File: config.mk
export PLATFORM = sky130hd
export DESIGN_NAME = led_stripe_encoder
export DESIGN_NICKNAME = d
export VERILOG_FILES = /design/src/rtl/led_stripe_pkg.sv /design/src/rtl/led_symbol_timer.sv /design/src/rtl/led_stripe_encoder.sv
export SDC_FILE = /design/constraint.sdc
export NUM_CORES = 1
export LEC_CHECK = 0
export BUFFER_PORTS_ARGS = -buffer_cell sky130_fd_sc_hd__buf_4
export CAP_MARGIN = 20
export CORE_ASPECT_RATIO = 1.5
export CORE_UTILIZATION = 45
export CTS_BUF_LIST = sky130_fd_sc_hd__clkbuf_8 sky130_fd_sc_hd__clkbuf_16
export DETAILED_ROUTE_END_ITERATION = 10
export GPL_TIMING_DRIVEN = 0
export PLACE_DENSITY = 0.76
export SLEW_MARGIN = 10
export SYNTH_ARGS = -nofsm -noshare
export SYNTH_HDL_FRONTEND = slang
export SYNTH_HIERARCHICAL = 1
export SYNTH_SLANG_ARGS = --single-unit
File: constraint.sdc
create_clock -name clk -period 8.95 [get_ports clk]
set_input_delay 0.895 -clock clk [delete_from_list [all_inputs] [get_ports clk]]
set_output_delay 0.895 -clock clk [all_outputs]
set_load 0.005 [all_outputs]
File: src/rtl/led_stripe_pkg.sv
// led_stripe_pkg
//   Shared definitions for the one-wire LED-stripe encoder:
//   - state_t : encoder FSM states (IDLE, FETCH, HIGH, LOW, LATCH)
//   - default symbol / latch timings for WS2812B and SK6812 at 50 MHz
//   - max_cyc : helper used to size the symbol timer
package led_stripe_pkg;

  typedef enum logic [2:0] {
    ST_IDLE  = 3'd0,
    ST_FETCH = 3'd1,
    ST_HIGH  = 3'd2,
    ST_LOW   = 3'd3,
    ST_LATCH = 3'd4
  } state_t;

  // WS2812B at 50 MHz (20 ns per cycle)
  localparam int WS2812B_T0H_CYC = 20;    // 0.40 us
  localparam int WS2812B_T0L_CYC = 42;    // 0.85 us
  localparam int WS2812B_T1H_CYC = 40;    // 0.80 us
  localparam int WS2812B_T1L_CYC = 22;    // 0.45 us
  localparam int WS2812B_RST_CYC = 2600;  // 52 us latch

  // SK6812 at 50 MHz (20 ns per cycle)
  localparam int SK6812_T0H_CYC = 15;     // 0.30 us
  localparam int SK6812_T0L_CYC = 45;     // 0.90 us
  localparam int SK6812_T1H_CYC = 30;     // 0.60 us
  localparam int SK6812_T1L_CYC = 30;     // 0.60 us
  localparam int SK6812_RST_CYC = 4000;   // 80 us latch

  // Largest of the five period lengths; the shared timer must hold any of them.
  function automatic int max_cyc(input int a, input int b, input int c,
                                 input int d, input int e);
    int m;
    m = a;
    if (b > m) m = b;
    if (c > m) m = c;
    if (d > m) m = d;
    if (e > m) m = e;
    return m;
  endfunction

endpackage

File: src/rtl/led_symbol_timer.sv
// led_symbol_timer
//   Loadable down-counter used for the HIGH, LOW and LATCH periods.
//   Loading value N-1 makes 'expired' assert in the Nth cycle after the load,
//   so a state that loads on entry and leaves on 'expired' lasts exactly N cycles.
// Ports
//   clk        : system clock
//   rstn       : asynchronous active-low reset
//   load       : load load_value and start counting (wins over expiry)
//   load_value : period length minus one
//   expired    : high in the cycle the running count reaches zero
module led_symbol_timer #(
  parameter int WIDTH = 8
) (
  input  logic             clk,
  input  logic             rstn,
  input  logic             load,
  input  logic [WIDTH-1:0] load_value,
  output logic             expired
);

  logic [WIDTH-1:0] count;
  logic             running;

  // 'running' stops the counter from reporting expiry again while it sits
  // at zero between periods (e.g. while the encoder waits in FETCH).
  always_ff @(posedge clk or negedge rstn) begin
    if (!rstn) begin
      count   <= '0;
      running <= 1'b0;
    end else if (load) begin
      count   <= load_value;
      running <= 1'b1;
    end else if (running) begin
      if (count == '0) begin
        running <= 1'b0;
      end else begin
        count <= count - WIDTH'(1);
      end
    end
  end

  assign expired = running && (count == '0);

endmodule

File: src/rtl/led_stripe_encoder.sv
// led_stripe_encoder
//   One-wire LED-stripe frame encoder (WS2812/SK6812 class). Pixels arrive on a
//   valid/ready stream and are sent MSB first as high/low symbols, followed by a
//   low latch period that ends the frame.
// Ports
//   clk            : system clock
//   rstn           : asynchronous active-low reset
//   frame_start    : one-cycle pulse to begin a frame (ignored while busy)
//   pix_data       : pixel word, MSB transmitted first
//   pix_valid      : pix_data valid
//   pix_ready      : pixel accepted this cycle when pix_valid is high (FETCH only)
//   busy           : frame in progress
//   frame_done     : one-cycle pulse after the latch period
//   underrun       : sticky, pixel missing when needed; cleared by frame_start
//   led_stripe_pin : registered serial output
// PIX_BITS must be at least 2.
module led_stripe_encoder
  import led_stripe_pkg::*;
#(
  parameter int LED_COUNT = 60,
  parameter int PIX_BITS  = 24,
  parameter int T0H_CYC   = WS2812B_T0H_CYC,
  parameter int T0L_CYC   = WS2812B_T0L_CYC,
  parameter int T1H_CYC   = WS2812B_T1H_CYC,
  parameter int T1L_CYC   = WS2812B_T1L_CYC,
  parameter int RST_CYC   = WS2812B_RST_CYC
) (
  input  logic                clk,
  input  logic                rstn,
  input  logic                frame_start,
  input  logic [PIX_BITS-1:0] pix_data,
  input  logic                pix_valid,
  output logic                pix_ready,
  output logic                busy,
  output logic                frame_done,
  output logic                underrun,
  output logic                led_stripe_pin
);

  localparam int TIMER_W   = $clog2(max_cyc(T0H_CYC, T0L_CYC, T1H_CYC, T1L_CYC, RST_CYC)) + 1;
  localparam int PIX_CNT_W = $clog2(LED_COUNT) + 1;
  localparam int BIT_CNT_W = $clog2(PIX_BITS) + 1;

  localparam logic [TIMER_W-1:0]   T0H_LOAD = TIMER_W'(T0H_CYC - 1);
  localparam logic [TIMER_W-1:0]   T0L_LOAD = TIMER_W'(T0L_CYC - 1);
  localparam logic [TIMER_W-1:0]   T1H_LOAD = TIMER_W'(T1H_CYC - 1);
  localparam logic [TIMER_W-1:0]   T1L_LOAD = TIMER_W'(T1L_CYC - 1);
  localparam logic [TIMER_W-1:0]   RST_LOAD = TIMER_W'(RST_CYC - 1);
  localparam logic [PIX_CNT_W-1:0] LAST_PIX = PIX_CNT_W'(LED_COUNT - 1);
  localparam logic [BIT_CNT_W-1:0] LAST_BIT = BIT_CNT_W'(PIX_BITS - 1);

  state_t state, state_next;

  logic [PIX_BITS-1:0]  shift_q;
  logic [PIX_BITS-1:0]  shift_next;
  logic [BIT_CNT_W-1:0] bit_cnt;
  logic [PIX_CNT_W-1:0] pix_cnt;
  logic                 pin_q, pin_next;
  logic                 underrun_q;
  logic                 frame_done_q;

  logic                 timer_load;
  logic [TIMER_W-1:0]   timer_value;
  logic                 expired;

  logic                 start_frame, load_pixel, shift_bit, pix_inc;
  logic                 set_underrun, done_next;

  led_symbol_timer #(
    .WIDTH (TIMER_W)
  ) u_timer (
    .clk        (clk),
    .rstn       (rstn),
    .load       (timer_load),
    .load_value (timer_value),
    .expired    (expired)
  );

  // Next bit is looked ahead from the shifted word so the following HIGH
  // starts on the very edge that ends the current LOW.
  assign shift_next = {shift_q[PIX_BITS-2:0], 1'b0};

  always_ff @(posedge clk or negedge rstn) begin
    if (!rstn) begin
      state <= ST_IDLE;
    end else begin
      state <= state_next;
    end
  end

  // Next-state and control decode. The pin value is decided here and
  // registered below, so every transition that enters HIGH also raises the
  // pin on the same edge. frame_start is masked in the frame_done cycle so a
  // start that coincides with the end of the latch has to be re-issued.
  always_comb begin
    state_next   = state;
    timer_load   = 1'b0;
    timer_value  = '0;
    pin_next     = 1'b0;
    pix_ready    = 1'b0;
    start_frame  = 1'b0;
    load_pixel   = 1'b0;
    shift_bit    = 1'b0;
    pix_inc      = 1'b0;
    set_underrun = 1'b0;
    done_next    = 1'b0;
    case (state)
      ST_IDLE: begin
        if (frame_start && !frame_done_q) begin
          start_frame = 1'b1;
          state_next  = ST_FETCH;
        end
      end
      ST_FETCH: begin
        pix_ready = 1'b1;
        if (pix_valid) begin
          load_pixel  = 1'b1;
          pin_next    = 1'b1;
          timer_load  = 1'b1;
          timer_value = pix_data[PIX_BITS-1] ? T1H_LOAD : T0H_LOAD;
          state_next  = ST_HIGH;
        end else begin
          set_underrun = 1'b1;
        end
      end
      ST_HIGH: begin
        pin_next = 1'b1;
        if (expired) begin
          pin_next    = 1'b0;
          timer_load  = 1'b1;
          timer_value = shift_q[PIX_BITS-1] ? T1L_LOAD : T0L_LOAD;
          state_next  = ST_LOW;
        end
      end
      ST_LOW: begin
        if (expired) begin
          if (bit_cnt != '0) begin
            shift_bit   = 1'b1;
            pin_next    = 1'b1;
            timer_load  = 1'b1;
            timer_value = shift_next[PIX_BITS-1] ? T1H_LOAD : T0H_LOAD;
            state_next  = ST_HIGH;
          end else if (pix_cnt < LAST_PIX) begin
            pix_inc    = 1'b1;
            state_next = ST_FETCH;
          end else begin
            timer_load  = 1'b1;
            timer_value = RST_LOAD;
            state_next  = ST_LATCH;
          end
        end
      end
      ST_LATCH: begin
        if (expired) begin
          done_next  = 1'b1;
          state_next = ST_IDLE;
        end
      end
      default: begin
        state_next = ST_IDLE;
      end
    endcase
  end

  // Datapath: shift register, bit/pixel counters, registered pin and flags.
  always_ff @(posedge clk or negedge rstn) begin
    if (!rstn) begin
      shift_q      <= '0;
      bit_cnt      <= '0;
      pix_cnt      <= '0;
      pin_q        <= 1'b0;
      underrun_q   <= 1'b0;
      frame_done_q <= 1'b0;
    end else begin
      pin_q        <= pin_next;
      frame_done_q <= done_next;
      if (start_frame) begin
        pix_cnt    <= '0;
        underrun_q <= 1'b0;
      end else if (pix_inc) begin
        pix_cnt <= pix_cnt + PIX_CNT_W'(1);
      end
      if (set_underrun) begin
        underrun_q <= 1'b1;
      end
      if (load_pixel) begin
        shift_q <= pix_data;
        bit_cnt <= LAST_BIT;
      end else if (shift_bit) begin
        shift_q <= shift_next;
        bit_cnt <= bit_cnt - BIT_CNT_W'(1);
      end
    end
  end

  assign busy           = (state != ST_IDLE);
  assign frame_done     = frame_done_q;
  assign underrun       = underrun_q;
  assign led_stripe_pin = pin_q;

endmodule

==> metrics.txt <==
outcome finished, final reports clean; Slew Limit Fails 0; Static Leak 1.62 nW; Async SR Flop Fraction 100%; Setup Fix Bufs, Post-CTS 0; Longest Clk Path Bufs 2; CP max FO 10; WL final 6810 µm; vias in the first global route 2672; CP Capture Type register; total grt overflow 0; DRC violations left 0; startpoint types register; Logic pwr share 3.5%; initial antenna violation count 0; sw frac 21.0%; Critical Path AT 4.55 ns; final hold slack 0.489 ns; die area 7240 µm²; Die Wd 69.8 µm; Post-DP HPWL 4870 µm; post-route cell area 3650 µm²; distinct cell type count of the synthesized netlist 56; M2 GR Usage 36.3%; Worst Skew 0.00980 ns; Final setup viols 0; Net Sw Power 0.000108 W; fill cell count 594; RSZ-0062 raised after global routing no; TNS Setup 0 ns; YS warnings 6; GRT met1 Usage 22.4%; synth-to-layout area growth 17.6%; Port Buffers 32; DR iter-0 viols 104; pwr dens 142 nW/µm²; commonest non-fill, non-tap cell in the layout dfrtp_1; cts bufs inserted 9; final worst slack 4.64 ns; DR vias 2593; Resized Gates After CTS 0; most frequent cells in the layout 57 x dfrtp_1, 33 x o21ai_0, 32 x mux2i_1, 32 x buf_4; Max Clock Freq 232 MHz; Cells after Synth 326; Top Ports 33; Yosys reg bits 57; share of power burned in registers 50.4%; die height 104 µm; vias per cell 5.72; CTS clock-pin slew for the worst setup and hold paths 0.06 ns; Setup CP Type register to register; hold crit path type register to register; initial core utilization 47.2%; Peak VDD IR 0.0826 mV; Final Hold Viols 0; row count 36; slew at the pin with the worst max-slew slack 0.832 ns; clk_lat worst skew 0.33 ns; part of the cycle the worst path needs 48.1%; Crit path required time 9.20 ns; Placement Cell Area 3450 µm²; ys flop type dfrtp_1; post-place setup slack 4.74 ns; CTS sink count 57; Internal 0.000408 W; H-tree depth 3; syn avg cell area 9.52 µm²; Final ANT Viol Nets 0; Post-synth EDFFs 0; largest net degree at the start of global routing 58; Core ar. 6580 µm²; DRT Pass-1 Iters 5; post-synth design cell area 3100 µm²; Final GP Congestion 0.800; met3 usage 4.67%; max cap viols 0; All-Layer GR Usage 20.2%; Wirelength per Cell 15.0 µm; Non-Filler Instances 453; sequential share of the synthesized area 45.9%; Antenna Cells 0; Final nets 406; clock share of power 46.1%; relative slew slack 44.0%; CTS tree done; Clock Tree Root clkbuf_8; DP Cell Count 438; global routing's busiest layer met2; layout cells sized above 1 17.2%; global-route wire length before repair 11800 µm; Min Clock Period, post-route 4.31 ns; CTS Hold Bufs 0
[registers in the layout (all words and copies together), names as in the netlist]
| register | flops |
|---|---|
| shift_q | 24 |
| u_timer/count | 13 |
| pix_cnt | 7 |
| bit_cnt | 6 |
| state | 3 |
| frame_done | 1 |
| led_stripe_pin | 1 |
| u_timer/running | 1 |
| underrun | 1 |
[through the flow]
step / util, % / total power (W)
3_3_place_gp: 52.5 / 0.000283
2_1_floorplan: - / 0.000268
6_report: 55.5 / 0.000517
4_1_cts: 55.5 / 0.000524
5_1_grt: 55.5 / 0.000535
3_5_place_dp: 52.5 / 0.000284
[area by class of cell]
class	count	area (µm²)	area share (%)
Multi-Input combinational cell	244	1580	43.2
Sequential cell	57	1430	39.1
Timing Repair Buffer	32	240	6.58
Clock buffer	11	151	4.15
Tap cell	76	95.1	2.61
Buffer	17	70.1	1.92
Inverter	12	45.0	1.23
Clock inverter	4	43.8	1.20
[logic make-up after synthesis]
logic type	Yosys count	share of synthesized area, %
simple gates	124	21.5
compound gates	74	15.3
flops	57	45.9
mux	32	10.3
buf+inv	29	3.71
fa+ha+maj	5	2.02
xor+xnor	4	1.13
other cells	1	0.121
[metal layers]
metal	part of all wire, %	vias up
met4	1.5	0
met5	0	-
met3	4.3	12
met1	41	1252
li1	-	1277
met2	53	52
[path summary, 6_finish.rpt]
check	slack [ns]	start	to	cells past startpoint
max	4.64	u_timer/count[5]$_DFFE_PN0P_	u_timer/count[9]$_DFFE_PN0P_	10
min	0.49	underrun$_DFFE_PN0P_	underrun$_DFFE_PN0P_	2
max reg2reg	4.64	u_timer/count[5]$_DFFE_PN0P_	u_timer/count[9]$_DFFE_PN0P_	10
min reg2reg	0.49	underrun$_DFFE_PN0P_	underrun$_DFFE_PN0P_	2
max in group asynchronous	7.85	rstn	shift_q[11]$_DFFE_PN0P_	1
min in group asynchronous	0.62	rstn	u_timer/count[7]$_DFFE_PN0P_	1
[synth_stat cells (5+ instances only)]
cell type,count,share of area (%)
dfrtp_1,57,46
o21ai_0,33,5.3
mux2i_1,32,10
nand2_1,30,3.6
nand3_1,30,4.8
nor2_1,17,2.1
clkbuf_1,12,1.5
inv_1,12,1.5
a21oi_1,11,1.8
nor3_1,7,1.1
buf_2,5,0.81
ha_1,5,2.0
nor4_1,5,1.0
[power by group through the flow]
stage	clock (W)	sequential, W	combinational [W]
final	0.000238	0.000261	0.0000182
after detailed placement	0	0.000265	0.0000187
after global placement	0	0.000265	0.0000183
after global routing	0.000254	0.000261	0.0000207
after CTS	0.000244	0.000260	0.0000188
after floorplan	0	0.000265	0.00000300
[worst max-delay path: stages, from the launching register on]
cell	delay [ns]
dfrtp_1	0.43
nor4_1	0.74
nand4_1	0.45
nor2_1	0.48
and4b_1	0.39
clkbuf_1	0.37
o21ai_0	0.23
nand2_1	0.10
clkbuf_1	0.33
clkbuf_1	0.44
mux2i_1	0.25
Power figures use the tool's default switching activity.
